[config.mk]
export PLATFORM = sky130hd
export DESIGN_NAME = batchnorm_stream
export DESIGN_NICKNAME = d
export VERILOG_FILES = /design/src/rtl/batchnorm_stream.sv
export SDC_FILE = /design/constraint.sdc
export NUM_CORES = 2
export LEC_CHECK = 0
export ABC_AREA = 1
export CORE_UTILIZATION = 45
export DETAILED_ROUTE_END_ITERATION = 12
export PLACE_DENSITY_LB_ADDON = 0.1
export SLEW_MARGIN = 20
export SYNTH_ARGS = -nofsm -noshare
export SYNTH_HDL_FRONTEND = slang
export SYNTH_SLANG_ARGS = --single-unit
[constraint.sdc]
create_clock -name clk -period 12.9 [get_ports clk]
set_input_delay 3.225 -clock clk [delete_from_list [all_inputs] [get_ports clk]]
set_output_delay 3.225 -clock clk [all_outputs]
set_load 0.05 [all_outputs]
[src/rtl/batchnorm_stream.sv]
// rtl/batchnorm_stream.sv - per-channel affine normalisation with rounding, saturation and fused ReLU/ReLU6
module batchnorm_stream #(
  parameter int WIDTH    = 16,
  parameter int FRAC     = 8,
  parameter int CHANNELS = 48,
  localparam int CW      = (CHANNELS > 1) ? $clog2(CHANNELS) : 1
) (
  input  logic             clk,
  input  logic             rst,
  input  logic             in_valid,
  output logic             in_ready,
  input  logic [WIDTH-1:0] in_data,
  input  logic [CW-1:0]    in_ch,
  input  logic [1:0]       in_act,
  output logic             out_valid,
  input  logic             out_ready,
  output logic [WIDTH-1:0] out_data,
  output logic [CW-1:0]    out_ch,
  input  logic             cfg_we,
  input  logic             cfg_sel,
  input  logic [CW-1:0]    cfg_ch,
  input  logic [WIDTH-1:0] cfg_wdata,
  output logic             cfg_ready,
  output logic             err_ch
);

  localparam int PW = 2 * WIDTH;
  localparam int SW = 2 * WIDTH + 1;

  localparam logic [CW:0]             CH_LIM  = CHANNELS[CW:0];
  localparam logic [CW-1:0]           LAST_CH = CW'(CHANNELS - 1);
  localparam logic signed [WIDTH-1:0] G_ONE   = {{(WIDTH-1){1'b0}}, 1'b1} << FRAC;
  localparam logic signed [SW-1:0]    S_ONE   = {{(SW-1){1'b0}}, 1'b1};
  localparam logic signed [SW-1:0]    HALF    = S_ONE << (FRAC - 1);
  localparam logic signed [SW-1:0]    S_MAX   = {{(WIDTH+2){1'b0}}, {(WIDTH-1){1'b1}}};
  localparam logic signed [SW-1:0]    S_MIN   = {{(WIDTH+2){1'b1}}, {(WIDTH-1){1'b0}}};
  localparam logic signed [SW-1:0]    SIX     = {{(SW-3){1'b0}}, 3'b110} << FRAC;
  localparam logic signed [SW-1:0]    R6_MAX  = (SIX > S_MAX) ? S_MAX : SIX;
  localparam logic signed [WIDTH-1:0] R6_W    = R6_MAX[WIDTH-1:0];
  localparam logic signed [WIDTH-1:0] Y_MAX   = {1'b0, {(WIDTH-1){1'b1}}};
  localparam logic signed [WIDTH-1:0] Y_MIN   = {1'b1, {(WIDTH-1){1'b0}}};

  typedef enum logic {ST_INIT, ST_RUN} state_t;

  state_t state_q, state_d;
  logic [CW-1:0] init_cnt_q, init_cnt_d;
  logic          err_ch_q, err_ch_d;

  logic signed [WIDTH-1:0] gamma_q [CHANNELS];
  logic signed [WIDTH-1:0] beta_q  [CHANNELS];

  logic                    gamma_we, beta_we, cfg_err;
  logic [CW-1:0]           mem_idx;
  logic signed [WIDTH-1:0] gamma_wdata, beta_wdata;

  logic                    s1_valid_q, s1_valid_d;
  logic signed [WIDTH-1:0] s1_x_q, s1_x_d, s1_gamma_q, s1_gamma_d, s1_beta_q, s1_beta_d;
  logic [CW-1:0]           s1_ch_q, s1_ch_d;
  logic [1:0]              s1_act_q, s1_act_d;

  logic                    s2_valid_q, s2_valid_d;
  logic signed [PW-1:0]    s2_prod_q, s2_prod_d;
  logic signed [WIDTH-1:0] s2_beta_q, s2_beta_d;
  logic [CW-1:0]           s2_ch_q, s2_ch_d;
  logic [1:0]              s2_act_q, s2_act_d;

  logic                    out_valid_q, out_valid_d;
  logic [WIDTH-1:0]        out_data_q, out_data_d;
  logic [CW-1:0]           out_ch_q, out_ch_d;

  logic                    adv, in_xfer, in_ch_bad, cfg_ch_bad;
  logic [CW-1:0]           rd_idx;
  logic signed [SW-1:0]    prod_x, rnd, beta_x, sum;
  logic signed [WIDTH-1:0] y;

  assign adv        = !out_valid_q || out_ready;
  assign in_ch_bad  = {1'b0, in_ch} >= CH_LIM;
  assign cfg_ch_bad = {1'b0, cfg_ch} >= CH_LIM;
  assign in_ready   = (state_q == ST_RUN) && adv;
  assign in_xfer    = in_valid && in_ready;
  assign rd_idx     = in_ch_bad ? '0 : in_ch;

  assign cfg_ready  = (state_q == ST_RUN);
  assign out_valid  = out_valid_q;
  assign out_data   = out_data_q;
  assign out_ch     = out_ch_q;
  assign err_ch     = err_ch_q;

  // INIT sweeps unity parameters into every channel, then RUN accepts runtime writes
  always_comb begin
    state_d     = state_q;
    init_cnt_d  = init_cnt_q;
    gamma_we    = 1'b0;
    beta_we     = 1'b0;
    cfg_err     = 1'b0;
    mem_idx     = init_cnt_q;
    gamma_wdata = G_ONE;
    beta_wdata  = '0;
    case (state_q)
      ST_INIT: begin
        gamma_we   = !rst;
        beta_we    = !rst;
        init_cnt_d = init_cnt_q + 1'b1;
        if (init_cnt_q == LAST_CH) state_d = ST_RUN;
      end
      default: begin
        if (cfg_we) begin
          if (cfg_ch_bad) begin
            cfg_err = 1'b1;
          end else begin
            mem_idx     = cfg_ch;
            gamma_wdata = cfg_wdata;
            beta_wdata  = cfg_wdata;
            gamma_we    = !rst && !cfg_sel;
            beta_we     = !rst && cfg_sel;
          end
        end
      end
    endcase
  end

  // Parameter tables are written at the clock edge, so same-cycle readers see the old value
  always_ff @(posedge clk) begin
    if (gamma_we) gamma_q[mem_idx] <= gamma_wdata;
    if (beta_we)  beta_q[mem_idx]  <= beta_wdata;
  end

  // Output stage arithmetic: round half up, add beta, saturate, then apply activation
  always_comb begin
    prod_x = {s2_prod_q[PW-1], s2_prod_q};
    rnd    = (prod_x + HALF) >>> FRAC;
    beta_x = {{(WIDTH+1){s2_beta_q[WIDTH-1]}}, s2_beta_q};
    sum    = rnd + beta_x;
    if (sum > S_MAX)      y = Y_MAX;
    else if (sum < S_MIN) y = Y_MIN;
    else                  y = sum[WIDTH-1:0];
    if ((s2_act_q == 2'd1 || s2_act_q == 2'd2) && y < 0) y = '0;
    if (s2_act_q == 2'd2 && y > R6_W) y = R6_W;
  end

  // Three-stage pipeline; every stage moves only when the output register can advance
  always_comb begin
    s1_valid_d  = s1_valid_q;
    s1_x_d      = s1_x_q;
    s1_gamma_d  = s1_gamma_q;
    s1_beta_d   = s1_beta_q;
    s1_ch_d     = s1_ch_q;
    s1_act_d    = s1_act_q;
    s2_valid_d  = s2_valid_q;
    s2_prod_d   = s2_prod_q;
    s2_beta_d   = s2_beta_q;
    s2_ch_d     = s2_ch_q;
    s2_act_d    = s2_act_q;
    out_valid_d = out_valid_q;
    out_data_d  = out_data_q;
    out_ch_d    = out_ch_q;
    err_ch_d    = err_ch_q | cfg_err | (in_xfer && in_ch_bad);
    if (adv) begin
      s1_valid_d  = in_xfer;
      s2_valid_d  = s1_valid_q;
      out_valid_d = s2_valid_q;
      if (in_xfer) begin
        s1_x_d     = in_data;
        s1_act_d   = in_act;
        s1_ch_d    = in_ch_bad ? '0 : in_ch;
        s1_gamma_d = in_ch_bad ? G_ONE : gamma_q[rd_idx];
        s1_beta_d  = in_ch_bad ? '0 : beta_q[rd_idx];
      end
      if (s1_valid_q) begin
        s2_prod_d = PW'(s1_x_q) * PW'(s1_gamma_q);
        s2_beta_d = s1_beta_q;
        s2_ch_d   = s1_ch_q;
        s2_act_d  = s1_act_q;
      end
      if (s2_valid_q) begin
        out_data_d = y;
        out_ch_d   = s2_ch_q;
      end
    end
  end

  // State, pipeline and sticky-error registers with synchronous reset
  always_ff @(posedge clk) begin
    if (rst) begin
      state_q     <= ST_INIT;
      init_cnt_q  <= '0;
      err_ch_q    <= 1'b0;
      s1_valid_q  <= 1'b0;
      s1_x_q      <= '0;
      s1_gamma_q  <= '0;
      s1_beta_q   <= '0;
      s1_ch_q     <= '0;
      s1_act_q    <= '0;
      s2_valid_q  <= 1'b0;
      s2_prod_q   <= '0;
      s2_beta_q   <= '0;
      s2_ch_q     <= '0;
      s2_act_q    <= '0;
      out_valid_q <= 1'b0;
      out_data_q  <= '0;
      out_ch_q    <= '0;
    end else begin
      state_q     <= state_d;
      init_cnt_q  <= init_cnt_d;
      err_ch_q    <= err_ch_d;
      s1_valid_q  <= s1_valid_d;
      s1_x_q      <= s1_x_d;
      s1_gamma_q  <= s1_gamma_d;
      s1_beta_q   <= s1_beta_d;
      s1_ch_q     <= s1_ch_d;
      s1_act_q    <= s1_act_d;
      s2_valid_q  <= s2_valid_d;
      s2_prod_q   <= s2_prod_d;
      s2_beta_q   <= s2_beta_d;
      s2_ch_q     <= s2_ch_d;
      s2_act_q    <= s2_act_d;
      out_valid_q <= out_valid_d;
      out_data_q  <= out_data_d;
      out_ch_q    <= out_ch_d;
    end
  end

endmodule

After elaboration in Yosys (flattened, before gate mapping)
Memory sizes are Yosys's and may differ from the RTL's.
Cells that the tools add are included.
Cells by class
  add/subtract/negate cells: 3
  $mul: 1
  $lt $le $gt $ge: 6
  equal/unequal tests: 3
  muxes and demuxes: 31
  bitwise logic cells: 2
  reductions and logical operators: 15
Operators with widths (count)
  $mux W16: 12
  $add A32 B9 Y33 const B: 1
  $mul A16 B16 Y32: 1
  $add A25 B16 Y26: 1
  $gt A26 B16 Y1 const B: 1
  $lt A26 B16 Y1 const B: 1
  $mux W6: 4
  $gt A16 B12 Y1 const B: 1
  $lt A16 B1 Y1 const B: 1
  $mux W1: 15
  $ge A6 B6 Y1 const B: 2
  $logic_and A1 B1 Y1: 7
  $add A6 B1 Y6 const B: 1
  $eq A6 B6 Y1 const B: 1
  $reduce_and A2 Y1: 3
  $logic_not A1 Y1: 3
  $eq A2 B1 Y1 const B: 1
  $eq A2 B2 Y1 const B: 1
  $logic_or A1 B1 Y1: 2
  $or A1 B1 Y1: 2
Storage, ports and cells
  register bits after elaboration: 145
  RAM bits: 1536
  output and inout port bits: 26
  memories kept: 2
Memories
  beta_q: words 48, width 16, read ports 1, clocked after memory_dff 0, wr ports 1, RTL line 50  | logic signed [WIDTH-1:0] beta_q [CHANNELS];
  gamma_q: words 48, width 16, read ports 1, clocked after memory_dff 0, wr ports 1, RTL line 49  | logic signed [WIDTH-1:0] gamma_q [CHANNELS];

Longest topological paths before layout
  depth in word-level cells: 11
  depth in mapped cells: 37
  gate-level depth less buffers: 36

Worst setup path after synthesis
OpenSTA, ideal clock, no wires.
  path type: input-to-output
  start: input port out_ready
  end: output port in_ready
  data arrival time: 3.967 ns
  required time: 9.675 ns
  path slack: 5.708 ns
  stages: 2
  path through: nor2_1 -> nor2_1
On the way
  word-level cells in the longest chain between the ends: 2
Ends and longest elaborated chain
  start: declaration: RTL line 16  | input logic out_ready,
  $logic_or A1 B1 Y1: RTL line 76  | assign adv = !out_valid_q || out_ready;
  $logic_and A1 B1 Y1: RTL line 79  | assign in_ready = (state_q == ST_RUN) && adv;
  end: declaration: RTL line 11  | output logic in_ready,
No other way between the ends.

Worst setup path in the final report
Same ends and word-level chain as after synthesis.

==> results_dict.tcl <==
set metrics [dict create \
    viasPerCell 5.723 \
    yosys-top-cells-area "edfxtp_1, fa_1, nand2_1" \
    synth_area_um2 78200 \
    drc 0 \
    worstSetupPathType "in2out" \
    clk-insertion-delay-late_ps 830 \
    core_area_um2 172100 \
    dr_total_vias 51860 \
    clk_pin_slew_worst_paths_ps 50 \
    p_per_area_nw_per_um2 129.1 \
    synth_top_area_frac 0.5898 \
    finalCritPeriodShare 0.6479 \
    fin_crit_ps 8357 \
    syn_nets 7013 \
    drv_slew 0 \
    ys_ff_latch 1674 \
    detailedPlacementHpwl_mm 134.8 \
    dieWidth_um 418.9 \
    finalSetupTns_ps 0 \
    die_y_um 418.9 \
    portBuffers 77 \
    dpl_cell_area_um2 82120 \
    layout-drive-gt1-share 0.09215 \
    grt_pass1_wl_mm 336.5 \
    yosys_warnings 0 \
    antenna_found_initial 8 \
    path_max_fanout 5 \
    grt.total_usage 0.2590 \
    yosys.area.top_type "edfxtp_1" \
    syn2layout_area_growth_pct 12.20 \
    skew_ps 44.37 \
    overflow 0 \
    status "finished clean" \
    ioPinCount 78 \
    routed_wirelength_mm 226.1 \
    whs_ps 463.1 \
    maxSlewHeadroom 0.1870 \
    tightest_slew_ps 1220 \
    ant_nets 0 \
    grt_max_degree 168 \
    ctsHoldBuffers 0 \
    fmax_ghz 0.1197 \
    async_reset_ff_frac 0 \
    synth_cell_types 57 \
    synth-edff-count 1536 \
    initial_core_util 0.4544 \
    cts_buffer_depth 3 \
    cts_resized 0 \
    finalHoldViolations 0 \
    dr.first_iter.drc_count 5050 \
    drv_cap 0 \
    worst_ep_arrival_time_ps 5130 \
    syn_area_per_cell_um2 11.87 \
    cts_tree "built" \
    netlist_instances 6590 \
    numCtsBuffers 176 \
    hp-class "reg2reg" \
    clockRootBuffer "clkbuf_16" \
    cts_setup_buffers 0 \
    first_pass_iters 7 \
    synthFlopType "edfxtp_1" \
    report.final.setup_viol 0 \
    final_area_um2 87740 \
    mostFrequentLayoutCells "edfxtp_1, nand2_1, inv_1" \
    die_area_um2 175500 \
    wire_per_inst_um 24.95 \
    post-route-util 0.5098 \
    cts.sinks 1674 \
    start_kind "input pin" \
    crit_required_ps 9680 \
    synth-seq-area-share 0.6251 \
    leakagePower_uw 0.03348 \
    fin_nets 7025 \
    rsz0062_at_grt "false" \
    htree_num_levels 4 \
    end_kind "primary output" \
    rows 152 \
    grt_pass1_vias 50910 \
    fillers 15000 \
    gp_congestion 0.8747 \
    final_common_cell "edfxtp_1" \
    ir_drop_mv 0.1116 \
]
[worst paths after layout]
| path | start | end | slack, ps | cells after the start |
|---|---|---|---|---|
| worst max-delay path | out_ready | in_ready | 4540 | 4 |
| worst min-delay path | s1_act_q[0] | s1_act_q[0] | 460 | 2 |
| worst max register to register | s1_gamma_q[4] | s2_prod_q[31] | 5580 | 24 |
| worst min register to register | s1_act_q[0] | s1_act_q[0] | 460 | 2 |
[registers in the layout, summed over array words and instances, names as in the netlist]
signal      cells
beta_q        768
gamma_q       768
s2_prod_q      25
out_data       16
s1_beta_q      16
s1_gamma_q     16
s1_x_q         16
s2_beta_q      16
init_cnt_q      6
out_ch          6
s1_ch_q         6
s2_ch_q         6
s1_act_q        2
s2_act_q        2
cfg_ready       1
err_ch          1
out_valid       1
s1_valid_q      1
s2_valid_q      1
[worst max-delay path, cell delays in order]
cell and delay [ps]:
clkdlybuf4s50_1 400, nor2_1 560, nor2_1 180, clkdlybuf4s50_1 750
[routing by layer]
layer	GRT usage	part of all wire	up-vias
met4	0.06649	0.023	2
met5	0	0.000057	-
met2	0.4280	0.48	1813
li1	-	-	23390
met1	0.3613	0.43	26360
met3	0.03353	0.064	302
[stage by stage]
step | worst slack, ps | std cells | power, µW
finish | 4543 | 9062 | 11330
global route | 4490 | 9060 | 11650
CTS | 4547 | 9058 | 11410
detailed placement | 4554 | 8732 | 6555
global placement | 4543 | 8730 | 6553
floorplan | 5708 | 6590 | 6332
[where the power goes]
| group | total, µW | internal, µW | switching, µW | leakage (µW) |
|---|---|---|---|---|
| registers | 5860 | 5860 | 4.93 | 0.0175 |
| clock network | 4890 | 2720 | 2170 | 0.00270 |
| logic | 581 | 169 | 412 | 0.0133 |
[cell families after synthesis]
group / after synthesis / share of synthesized area
AND/OR/NAND/NOR: 2044 / 0.1056
AO/OA/AOI/OAI: 1224 / 0.1039
adder cells (fa/ha/maj): 371 / 0.08451
flip-flops: 1674 / 0.6251
XOR/XNOR: 60 / 0.006720
buffers and inverters: 1032 / 0.05049
multiplexers: 185 / 0.02368
[cell usage after synthesis, types with 19 or more instances]
master and count:
xor2_1 41, fa_1 262, a221oi_1 186, edfxtp_1 1536, o311ai_0 84, xnor2_1 19, buf_1 42, nor2_1 368
o221a_2 43, inv_1 604, nand3_1 200, nand2_1 1318, mux2i_1 185, nor3_1 89, buf_2 33, dfxtp_1 138
o21ai_0 299, a32o_1 41, clkbuf_1 340, a21oi_1 395, ha_1 109, a32oi_1 61, a31oi_1 30
[layout make-up]
class | instances | area, µm² | share of cell area
multi-input combinational | 3884 | 25820 | 0.2943
clock buffer | 243 | 4778 | 0.05446
timing repair buffer | 254 | 2262 | 0.02578
tap | 2310 | 2890 | 0.03294
antenna | 2 | 5.005 | 0.00005704
clock inverter | 83 | 780.7 | 0.008898
inverter | 612 | 2320 | 0.02644
sequential | 1674 | 48890 | 0.5572
(Power assumes the default switching activity.)
